## config.mk

```make
export PLATFORM = sky130hd
export DESIGN_NAME = mlp_param_loader
export DESIGN_NICKNAME = d
export VERILOG_FILES = /design/src/rtl/mlp_param_loader.sv
export SDC_FILE = /design/constraint.sdc
export NUM_CORES = 1
export LEC_CHECK = 0
export BUFFER_PORTS_ARGS = -buffer_cell sky130_fd_sc_hd__buf_2
export CAP_MARGIN = 20
export CORE_UTILIZATION = 54
export CTS_CLUSTER_DIAMETER = 60
export CTS_CLUSTER_SIZE = 30
export DETAILED_ROUTE_END_ITERATION = 12
export GPL_ROUTABILITY_DRIVEN = 0
export PLACE_DENSITY = 0.83
export SLEW_MARGIN = 20
export SYNTH_ARGS = -nofsm -noshare
export SYNTH_HDL_FRONTEND = slang
export SYNTH_SLANG_ARGS = --single-unit
```

## constraint.sdc

```tcl
create_clock -name clk -period 5.48 [get_ports clk]
set_input_delay 0.822 -clock clk [delete_from_list [all_inputs] [get_ports clk]]
set_output_delay 0.822 -clock clk [all_outputs]
set_load 0.03 [all_outputs]
```

## src/rtl/mlp_param_loader.sv

```systemverilog
// Serial parameter loader for the MLP: streams fixed-point words into
// the registered weight and bias arrays, then flags that the set is complete.
module mlp_param_loader #(
  parameter int M  = 2,
  parameter int N  = 2,
  parameter int QM = 3,
  parameter int QN = 5,
  parameter int WM = 3,
  parameter int WN = 5
) (
  input  logic clk,
  input  logic rst,
  input  logic start,
  input  logic signed [WM+WN-1:0] in_data,
  input  logic in_valid,
  output logic in_ready,
  output logic signed [M-2:0][N-1:0][N-1:0][WM+WN-1:0] w,
  output logic signed [M-2:0][N-1:0][QM+QN-1:0] b,
  output logic busy,
  output logic weight_flag
);

  localparam int DW = WM + WN;
  localparam int BW = QM + QN;
  localparam int LW = (M > 2) ? $clog2(M - 1) : 1;
  localparam int NW = (N > 1) ? $clog2(N) : 1;

  localparam logic [NW-1:0] N_LAST = NW'(N - 1);
  localparam logic [LW-1:0] L_LAST = LW'(M - 2);

  typedef enum logic [1:0] {
    IDLE,
    LOAD_W,
    LOAD_B,
    DONE
  } state_t;

  state_t state;
  state_t state_nx;

  logic [LW-1:0] l;
  logic [NW-1:0] j;
  logic [NW-1:0] i;

  logic xfer;
  logic i_last;
  logic j_last;
  logic l_last;
  logic signed [DW-1:0] word;
  logic signed [BW-1:0] bias_word;

  assign xfer   = in_valid & in_ready;
  assign i_last = (i == N_LAST);
  assign j_last = (j == N_LAST);
  assign l_last = (l == L_LAST);
  assign word   = in_data;

  // Bit-pattern resize only: sign-extend or drop MSBs, no re-scaling.
  assign bias_word = BW'(word);

  always_ff @(posedge clk) begin
    if (rst) begin
      state <= IDLE;
    end else begin
      state <= state_nx;
    end
  end

  always_comb begin
    state_nx    = state;
    in_ready    = 1'b0;
    busy        = 1'b0;
    weight_flag = 1'b0;
    unique case (state)
      IDLE: begin
        if (start) begin
          state_nx = LOAD_W;
        end
      end
      LOAD_W: begin
        in_ready = 1'b1;
        busy     = 1'b1;
        if (xfer && i_last && j_last) begin
          state_nx = LOAD_B;
        end
      end
      LOAD_B: begin
        in_ready = 1'b1;
        busy     = 1'b1;
        if (xfer && j_last) begin
          state_nx = l_last ? DONE : LOAD_W;
        end
      end
      DONE: begin
        weight_flag = 1'b1;
        state_nx    = IDLE;
      end
      default: begin
        state_nx = IDLE;
      end
    endcase
  end

  always_ff @(posedge clk) begin
    if (rst) begin
      l <= '0;
      j <= '0;
      i <= '0;
      w <= '0;
      b <= '0;
    end else begin
      unique case (state)
        IDLE: begin
          if (start) begin
            l <= '0;
            j <= '0;
            i <= '0;
          end
        end
        LOAD_W: begin
          if (xfer) begin
            w[l][j][i] <= word;
            if (i_last) begin
              i <= '0;
              j <= j_last ? '0 : j + 1'b1;
            end else begin
              i <= i + 1'b1;
            end
          end
        end
        LOAD_B: begin
          if (xfer) begin
            b[l][j] <= bias_word;
            if (j_last) begin
              j <= '0;
              l <= l_last ? '0 : l + 1'b1;
            end else begin
              j <= j + 1'b1;
            end
          end
        end
        DONE: begin
          l <= '0;
          j <= '0;
          i <= '0;
        end
        default: begin
          l <= '0;
        end
      endcase
    end
  end

endmodule

```

==> results of run 1 <==
state kept, by name, indices dropped and copies added, names as in the netlist:
signal / count
b: 16
j: 1
state: 2
w: 32
i: 1
per-layer routing:
| metal | part of all wire, % | up-vias |
|---|---|---|
| li1 | - | 926 |
| met1 | 45 | 817 |
| met2 | 48 | 64 |
| met3 | 6.4 | 8 |
| met4 | 1.4 | 0 |
| met5 | 0 | - |
worst paths after layout:
check / start / end / slack [ns] / cells past startpoint
setup reg to reg: state[1] / w[3] / 3.42 / 5
setup / recovery: state[0] / busy / 3.11 / 3
hold / removal: w[15] / w[15] / 0.46 / 2
hold reg to reg: w[15] / w[15] / 0.46 / 2
stage by stage:
stage | area [um^2] | std cells | worst slack, ns | hold slack (ns) | total power (W)
global placement | 2370 | 340 | 2.95 | 0.439 | 0.000689
detailed placement | 2380 | 340 | 3.25 | 0.445 | 0.000702
global route | 2470 | 348 | 3.01 | 0.477 | 0.000959
finish | 2470 | 348 | 3.11 | 0.456 | 0.000910
CTS | 2470 | 348 | 3.10 | 0.457 | 0.000914
floorplan | 2080 | 249 | 3.50 | 0.483 | 0.000645
cells by family after synthesis:
logic type	synth area share (%)
adder cells (fa/ha/maj)	3.61
buffers and inverters	4.63
flip-flops	50.1
AND/OR/NAND/NOR	24.2
AO/OA/AOI/OAI	12.6
multiplexers	4.81
power breakdown:
group,leakage [nW],switching (W),internal [W]
clock network,0.0414,0.000125,0.0000910
registers,0.420,0.0000308,0.000403
logic,0.566,0.000167,0.0000934
final cells by class:
| class | instances | area, um^2 | share of cell area (%) |
|---|---|---|---|
| sequential | 52 | 1040 | 42.2 |
| tap | 48 | 60.1 | 2.43 |
| clock buffer | 6 | 72.6 | 2.94 |
| inverter | 3 | 11.3 | 0.456 |
| timing repair buffer | 62 | 310 | 12.6 |
| clock inverter | 2 | 16.3 | 0.659 |
| multi-input combinational | 175 | 957 | 38.8 |
worst max-delay path, delay by kind of cell, from the launching register on:
| kind | cells | cell delay [ns] |
|---|---|---|
| adder cells (fa/ha/maj) | 1 | 0.48 |
| buffers and inverters | 2 | 0.37 |
| flip-flops | 1 | 0.39 |
cells in the mapped netlist, types with 2 or more instances:
cell      count  area, um^2
nand2_1      82         308
a221oi_2      2        30.0
clkbuf_1     11        41.3
buf_4         2        15.0
inv_1         3        11.3
buf_2         5        25.0
and4_1        2        17.5
mux2i_1      10         100
a21oi_1      42         210
nor2_1        9        33.8
ha_1          6        75.1
nor2b_1       3        18.8
nand4_1       3        18.8
nand4b_1      3        26.3
dfxtp_1      52        1040
and4b_1       3        30.0
nand2b_1      3        18.8
cell usage in the layout, fill, tap and decap left out, types with 2 or more instances in the layout:
cell	n
clkbuf_8	5
inv_1	3
buf_2	62
nor2b_1	3
nand2b_1	3
nand4_1	3
dfxtp_1	52
mux2i_1	10
nor2_1	9
and4_1	2
a21oi_1	42
a221oi_2	2
nand4b_1	3
and4b_1	3
ha_1	6
nand2_1	82
==> run summary, run 1 <==
Number of I/O port buffers -> 62
Warnings from Yosys -> 0
Routed WL -> 4770 um
Class of the worst hold path -> flip-flop to flip-flop
Syn Inst Count -> 249
Die width -> 64.1 um
# Max-Cap Violations -> 0
Clock Skew -> 0.00909 ns
Largest net degree at the start of global routing -> 55
Main synth FF type -> dfxtp_1
Grt total ovfl -> 0
Worst-path cell with the longest stage delay -> ha_1
# rows -> 22
Vias in the first global route -> 1668
WP data arrival -> 1.55 ns
Fill cells -> 320
Worst path cell trace -> inv_1 > ha_1 > buf_2
Wire per inst -> 13.7 um
Yosys reg bits -> 52
Clk sinks -> 52
First-pass GRT wire length -> 7950 um
Layout cell share with drive strength beyond 1 -> 24.0%
EDFF count, synth -> 0
Via/cell ratio -> 5.22
Post-route setup TNS -> 0 ns
Initial antenna violation count -> 0
Post-Synthesis Cell Area -> 2080 um^2
Power Density -> 368 nW/um^2
Full die area -> 4100 um^2
Layout area overhead -> 18.7%
CTS Hold Buffers Added -> 0
Relative slew margins -> 38.8%
GR Util met2 -> 40.3%
Maximum vdd drop -> 209 uV
DR iter-0 viols -> 153
Ys async rst share -> 0%
Postcts setup bufs -> 0
Met1 Use GR -> 34.5%
Outcome -> completed
Register area share after synthesis -> 50.1%
Via count -> 1815
Final min period -> 2.37 ns
Final setup fails -> 0
Root buf cell -> clkbuf_8
Crit share post-route -> 43.2%
Critical setup path kind -> flip-flop to primary output
I/O pins -> 63
Worst setup EP type -> primary output
Worst skew pair latency -> 0.31 ns
RSZ-0062 raised after global routing -> false
Nets -> 317
DRC Markers -> 0
CTS tree -> done
Worst-Margin Slew -> 0.918 ns
Syn_nets -> 267
Detail Placement HPWL -> 3230 um
Final design utilization -> 66.9%
CTS clk-pin slew, worst paths -> 0.09 ns
Tot GR Track Use -> 25.7%
CP max stage delay -> 0.48 ns
Num CTS Buffers -> 5
Pleak -> 1.03 nW
Fmax -> 422 MHz
Die Ht -> 64.1 um
# diodes -> 0
Clock Path Buffers -> 2
Netlist cell types -> 25
Final-report max-slew violation count -> 0
Final ANT Viol Nets -> 0
Crit Path Max Fanout -> 11
Core footprint -> 3690 um^2
Worst setup SP type -> flip-flop
First drt pass iteration count -> 4
Fin. Hold Viols -> 0
GR Util met3 -> 4.82%
Initial Util -> 56.4%
GRT Max-Usage Layer -> met2
CP required -> 4.66 ns
CTS resizes -> 0
Avg Synthesized Cell Area -> 8.35 um^2
H-tree depth -> 2
Note: power is estimated with default switching activity, not from simulation.
==> inputs of run 2 (changes only) <==
- CORE_UTILIZATION: 54 -> 45
- PLACE_DENSITY: 0.83 -> 0.74
- clock period: 5.48 -> 1.9 ns (I/O delays scaled with it)
==> run summary, run 2 (synthesis gave the netlist of run 1 again) <==
Outcome -> completed
Class of the worst hold path -> input port to flip-flop
Die Ht -> 70.0 um (+9.2%)
WP data arrival -> 2.01 ns (+0.46 ns)
# Max-Cap Violations -> 0 (unchanged)
Full die area -> 4900 um^2 (+19%)
Vias in the first global route -> 1620 (-2.9%)
Commonest non-fill, non-tap cells in the layout -> 82 x nand2_1, 62 x buf_2, 52 x dfxtp_1, 42 x a21oi_1, 10 x mux2i_1
Hold depth -> 3 (+1)
Fill cells -> 419 (+31%)
Worst hold margin -> 0.288 ns (-0.168 ns)
DRC Markers -> 0 (unchanged)
Sw power -> 0.000909 W (+180%)
Fmax -> 556 MHz
First drt pass iteration count -> 4 (unchanged)
Reg2reg setup slack -> 0.10 ns (-3.32 ns)
Worst skew pair latency -> 0.30 ns (about the same)
Largest registers -> w (32), b (16), state (2)
Layout cell share with drive strength beyond 1 -> 25.4% (+1.4 points)
Crit share post-route -> 94.6%
GR Util met3 -> 4.76% (-0.060 points)
Met1 Use GR -> 27.6% (-6.9 points)
Num CTS Buffers -> 5 (unchanged)
Switching Share -> 31.5% (-3.9 points)
Final setup fails -> 0 (unchanged)
Worst-Margin Slew -> 0.480 ns (-0.438 ns)
CTS tree -> done
Initial antenna violation count -> 0 (unchanged)
# rows -> 24 (+9.1%)
Multi-input logic area -> 951 um^2 (-0.65%)
Clk pwr share -> 29.9% (+6.2 points)
Root buf cell -> clkbuf_8
Clock Skew -> 0.00953 ns (+0.000435 ns)
Crit Path Max Fanout -> 5 (-6)
RSZ-0062 raised after global routing -> false
Grt total ovfl -> 0 (unchanged)
Worst setup SP type -> flip-flop
Max reg flops -> 32 (unchanged)
First-pass GRT wire length -> 7760 um (-2.3%)
Layout area overhead -> 22.6%
Number of I/O port buffers -> 62 (unchanged)
CP required -> 2.11 ns (-2.55 ns)
Largest net degree at the start of global routing -> 31 (-44%)
# diodes -> 0 (unchanged)
Critical setup path kind -> flip-flop to flip-flop
Post-route setup TNS -> 0 ns (unchanged)
Final-report max-slew violation count -> 0 (unchanged)
Clk sinks -> 52 (unchanged)
CTS Hold Buffers Added -> 0 (unchanged)
Sequential cell fraction of total power -> 43.2% (-4.5 points)
DR iter-0 viols -> 63 (-59%)
Top reg by flops -> w
Internal -> 0.00197 W (+240%)
Clock Path Buffers -> 2 (unchanged)
GRT Max-Usage Layer -> met2
Hold Startpoint -> in_data[7]
Routed WL -> 4710 um (-1.3%)
Core footprint -> 4380 um^2 (+19%)
Final Total Pwr -> 0.00288 W (+220%)
Final ANT Viol Nets -> 0 (unchanged)
Comb power frac -> 26.8% (-1.8 points)
Pleak -> 1.07 nW (+4.4%)
Die width -> 70.0 um (+9.2%)
GR Util met2 -> 31.2% (-9.1 points)
Tot GR Track Use -> 19.9% (-5.8 points)
Nets -> 321 (+1.3%)
Postcts setup bufs -> 0 (unchanged)
Non-Filler Instances -> 355 (+2.0%)
Maximum vdd drop -> 605 uV (+190%)
FF-to-FF End -> j
Via count -> 1808 (-0.39%)
Detail Placement HPWL -> 3310 um (+2.4%)
Fin. Hold Viols -> 0 (unchanged)
Reg-to-Reg Start -> state[1]
# placed instances -> 348 (+2.4%)
Worst setup EP type -> flip-flop
I/O pins -> 63 (unchanged)
Wire per inst -> 13.3 um (-3.2%)
Leading cell type in the layout, fill and taps excluded -> nand2_1
CTS clk-pin slew, worst paths -> 0.09 ns (about the same)
Initial Util -> 47.4% (-8.9 points)
Relative slew margins -> 68.0% (+29 points)
Final min period -> 1.80 ns
Hold path endpoint -> b[15]
H-tree depth -> 2 (unchanged)
CTS resizes -> 0 (unchanged)
Register area -> 1040 um^2 (unchanged)
Power Density -> 1130 nW/um^2 (+210%)
Via/cell ratio -> 5.09 (-2.3%)
Final design utilization -> 58.2% (-8.8 points)
FF-to-FF path depth -> 5 (unchanged)
[run 2: worst max-delay path by stage]
stage                  start  endpoint  slack, ns  cells past startpoint
floorplan           state[1]         j       0.03                      5
global placement    state[1]         j       0.19                      5
detailed placement  state[1]         j       0.12                      5
CTS                 state[1]         j       0.09                      5
global route        state[1]         j       0.03                      5
finish              state[1]         j       0.10                      5
[run 2: per-layer routing]
metal  up-vias  routed length [um]
met5         -                   0
met4         0                  17
met3         2                 257
met2        53                2190
met1       827                2240
li1        926                   -
[run 2: power by group through the flow]
stage | Clock (W) | Combinational (W) | Sequential, W
6_report | 0.000863 | 0.000774 | 0.00125
5_1_grt | 0.000914 | 0.000847 | 0.00126
3_5_place_dp | 0 | 0.000776 | 0.00127
3_3_place_gp | 0 | 0.000767 | 0.00126
4_1_cts | 0.000876 | 0.000779 | 0.00125
2_1_floorplan | 0 | 0.000564 | 0.00131
[run 2: through the flow]
stage | instance area [um^2] | setup WS, ns
global placement | 2420 | 0.186
global route | 2550 | 0.0251
floorplan | 2080 | 0.0279
detailed placement | 2420 | 0.117
CTS | 2550 | 0.0912
finish | 2550 | 0.102
[run 2: cell type report]
class	count	area share, %
well taps	52	2.55
inverters	3	0.442
clock inverters	2	2.36
multi-input cells	175	37.3
clock buffers	5	2.70
flip-flops and latches	52	40.8
repair buffers	66	13.8
[run 2: critical path, stage by stage, from the launching register on]
cell	delay [ns]
dfxtp_1	0.41
inv_1	0.11
ha_1	0.24
a21boi_1	0.15
or4b_1	0.53
a221oi_2	0.27
==> inputs of run 3 (changes only) <==
- clock period: 1.9 -> 1.6 ns (I/O delays scaled with it)
==> run summary, run 3 (synthesis gave the netlist of run 1 again) <==
Wire per inst -> 13.4 um (+1.1%)
Root buf cell -> clkbuf_8
# rows -> 24 (unchanged)
First drt pass iteration count -> 4 (unchanged)
Class of the worst hold path -> input port to flip-flop
Largest registers -> w (32), b (16), state (2)
Worst setup SP type -> flip-flop
Clk sinks -> 52 (unchanged)
Fin. Hold Viols -> 0 (unchanged)
Post-route setup TNS -> 0 ns (unchanged)
Grt total ovfl -> 0 (unchanged)
RSZ-0062 raised after global routing -> true
Commonest non-fill, non-tap cells in the layout -> 82 x nand2_1, 62 x buf_2, 50 x dfxtp_1, 42 x a21oi_1, 10 x mux2i_1
CTS tree -> done
Final ANT Viol Nets -> 0 (unchanged)
Top reg by flops -> w
Outcome -> completed
CP required -> 1.83 ns (-0.28 ns)
Final design utilization -> 60.2% (+2.0 points)
Worst-Margin Slew -> 0.416 ns (-0.0640 ns)
Crit share post-route -> 99.7% (+5.1 points)
Leading cell type in the layout, fill and taps excluded -> nand2_1
Maximum vdd drop -> 890 uV (+47%)
# Max-Cap Violations -> 0 (unchanged)
Placed instance area -> 2460 um^2 (+1.6%)
Full die area -> 4900 um^2 (unchanged)
Relative slew margins -> 72.1% (+4.1 points)
Power Density -> 1300 nW/um^2 (+15%)
Detail Placement HPWL -> 3300 um (-0.21%)
WP data arrival -> 1.82 ns (-0.19 ns)
Die Ht -> 70.0 um (unchanged)
Die width -> 70.0 um (unchanged)
Fmax -> 627 MHz (+13%)
Worst skew pair latency -> 0.31 ns (about the same)
Nets -> 327 (+1.9%)
Vias in the first global route -> 1624 (+0.25%)
Clock Path Buffers -> 2 (unchanged)
# diodes -> 0 (unchanged)
Tot GR Track Use -> 20.2% (+0.28 points)
DR iter-0 viols -> 131 (+110%)
I/O pins -> 63 (unchanged)
Worst setup EP type -> flip-flop
Final-report max-slew violation count -> 0 (unchanged)
Clock Skew -> 0.00960 ns (+0.0000702 ns)
Crit Path Max Fanout -> 4 (-1)
Routed WL -> 4860 um (+3.1%)
Via/cell ratio -> 5.04 (-1.1%)
Final Total Pwr -> 0.00343 W (+19%)
Max reg flops -> 32 (unchanged)
Final min period -> 1.60 ns (-0.202 ns)
Largest net degree at the start of global routing -> 49 (+58%)
Fill cells -> 393 (-6.2%)
Initial Util -> 47.4% (unchanged)
Number of I/O port buffers -> 62 (unchanged)
Worst hold margin -> 0.196 ns (-0.0924 ns)
DRC Markers -> 0 (unchanged)
Num CTS Buffers -> 5 (unchanged)
Final setup fails -> 0 (unchanged)
Layout area overhead -> 26.9%
CTS clk-pin slew, worst paths -> 0.09 ns (about the same)
Core footprint -> 4380 um^2 (unchanged)
Via count -> 1823 (+0.83%)
Initial antenna violation count -> 0 (unchanged)
CTS Hold Buffers Added -> 0 (unchanged)
First-pass GRT wire length -> 7870 um (+1.4%)
Layout cell share with drive strength beyond 1 -> 30.3% (+4.9 points)
Final instance area -> 2640 um^2 (+3.5%)
H-tree depth -> 2 (unchanged)
Critical setup path kind -> flip-flop to flip-flop
Pleak -> 1.10 nW (+2.3%)
run 3: cell type report:
type | count | area [um^2] | share of cell area (%)
Clock buffer | 6 | 72.6 | 2.75
Clock inverter | 2 | 16.3 | 0.616
Inverter | 3 | 18.8 | 0.711
Multi-Input combinational cell | 175 | 1020 | 38.5
Sequential cell | 52 | 1050 | 39.7
Tap cell | 52 | 65.1 | 2.47
Timing Repair Buffer | 72 | 402 | 15.2
run 3: per-layer routing:
layer  wire (um)  share of wire [%]  global-route usage (%)  up-vias
li1            -                  -                       -      944
met3         293                6.0                    5.48        7
met4          55                1.1                    6.67        0
met1        2350                 48                    27.3      819
met5           0                  0                       0        -
met2        2150                 44                    31.3       53
run 3: what timing repair did:
| action | 4_1_cts | 5_1_grt |
|---|---|---|
| buffers inserted | 1 | 2 |
| pin swaps | 1 | 8 |
| endpoints found under the setup margin | 3 | 14 |
| gates resized for setup | 2 | 14 |
| hold endpoints to repair | 0 | 0 |
run 3: path summary, 6_finish.rpt:
path	cells after the start	endpoint	slack [ns]	from
worst max register to register	5	j	0.004	state[0]
worst min-delay path	2	j	0.20	rst
worst min register to register	2	w[23]	0.45	w[23]
worst max-delay path	5	j	0.004	state[0]
run 3: worst max-delay path: stages, from the launching register on:
cell and delay [ns]:
dfxtp_4 0.41, inv_6 0.05, ha_4 0.15, nor2b_4 0.12, or4b_4 0.53, a221oi_2 0.26
run 3: power breakdown:
part / internal, W / total, W / switching [W]
clock network: 0.000312 / 0.000753 / 0.000441
registers: 0.00139 / 0.00151 / 0.000119
logic: 0.000513 / 0.00116 / 0.000651
total: 0.00222 / 0.00343 / 0.00121
run 3: through the flow:
| step | setup slack [ns] | instances |
|---|---|---|
| 5_1_grt | -0.0812 | 362 |
| 3_5_place_dp | -0.0246 | 351 |
| 4_1_cts | 0.000207 | 360 |
| 6_report | 0.00420 | 362 |
| 3_3_place_gp | 0.0195 | 351 |
| 2_1_floorplan | -0.0390 | 249 |
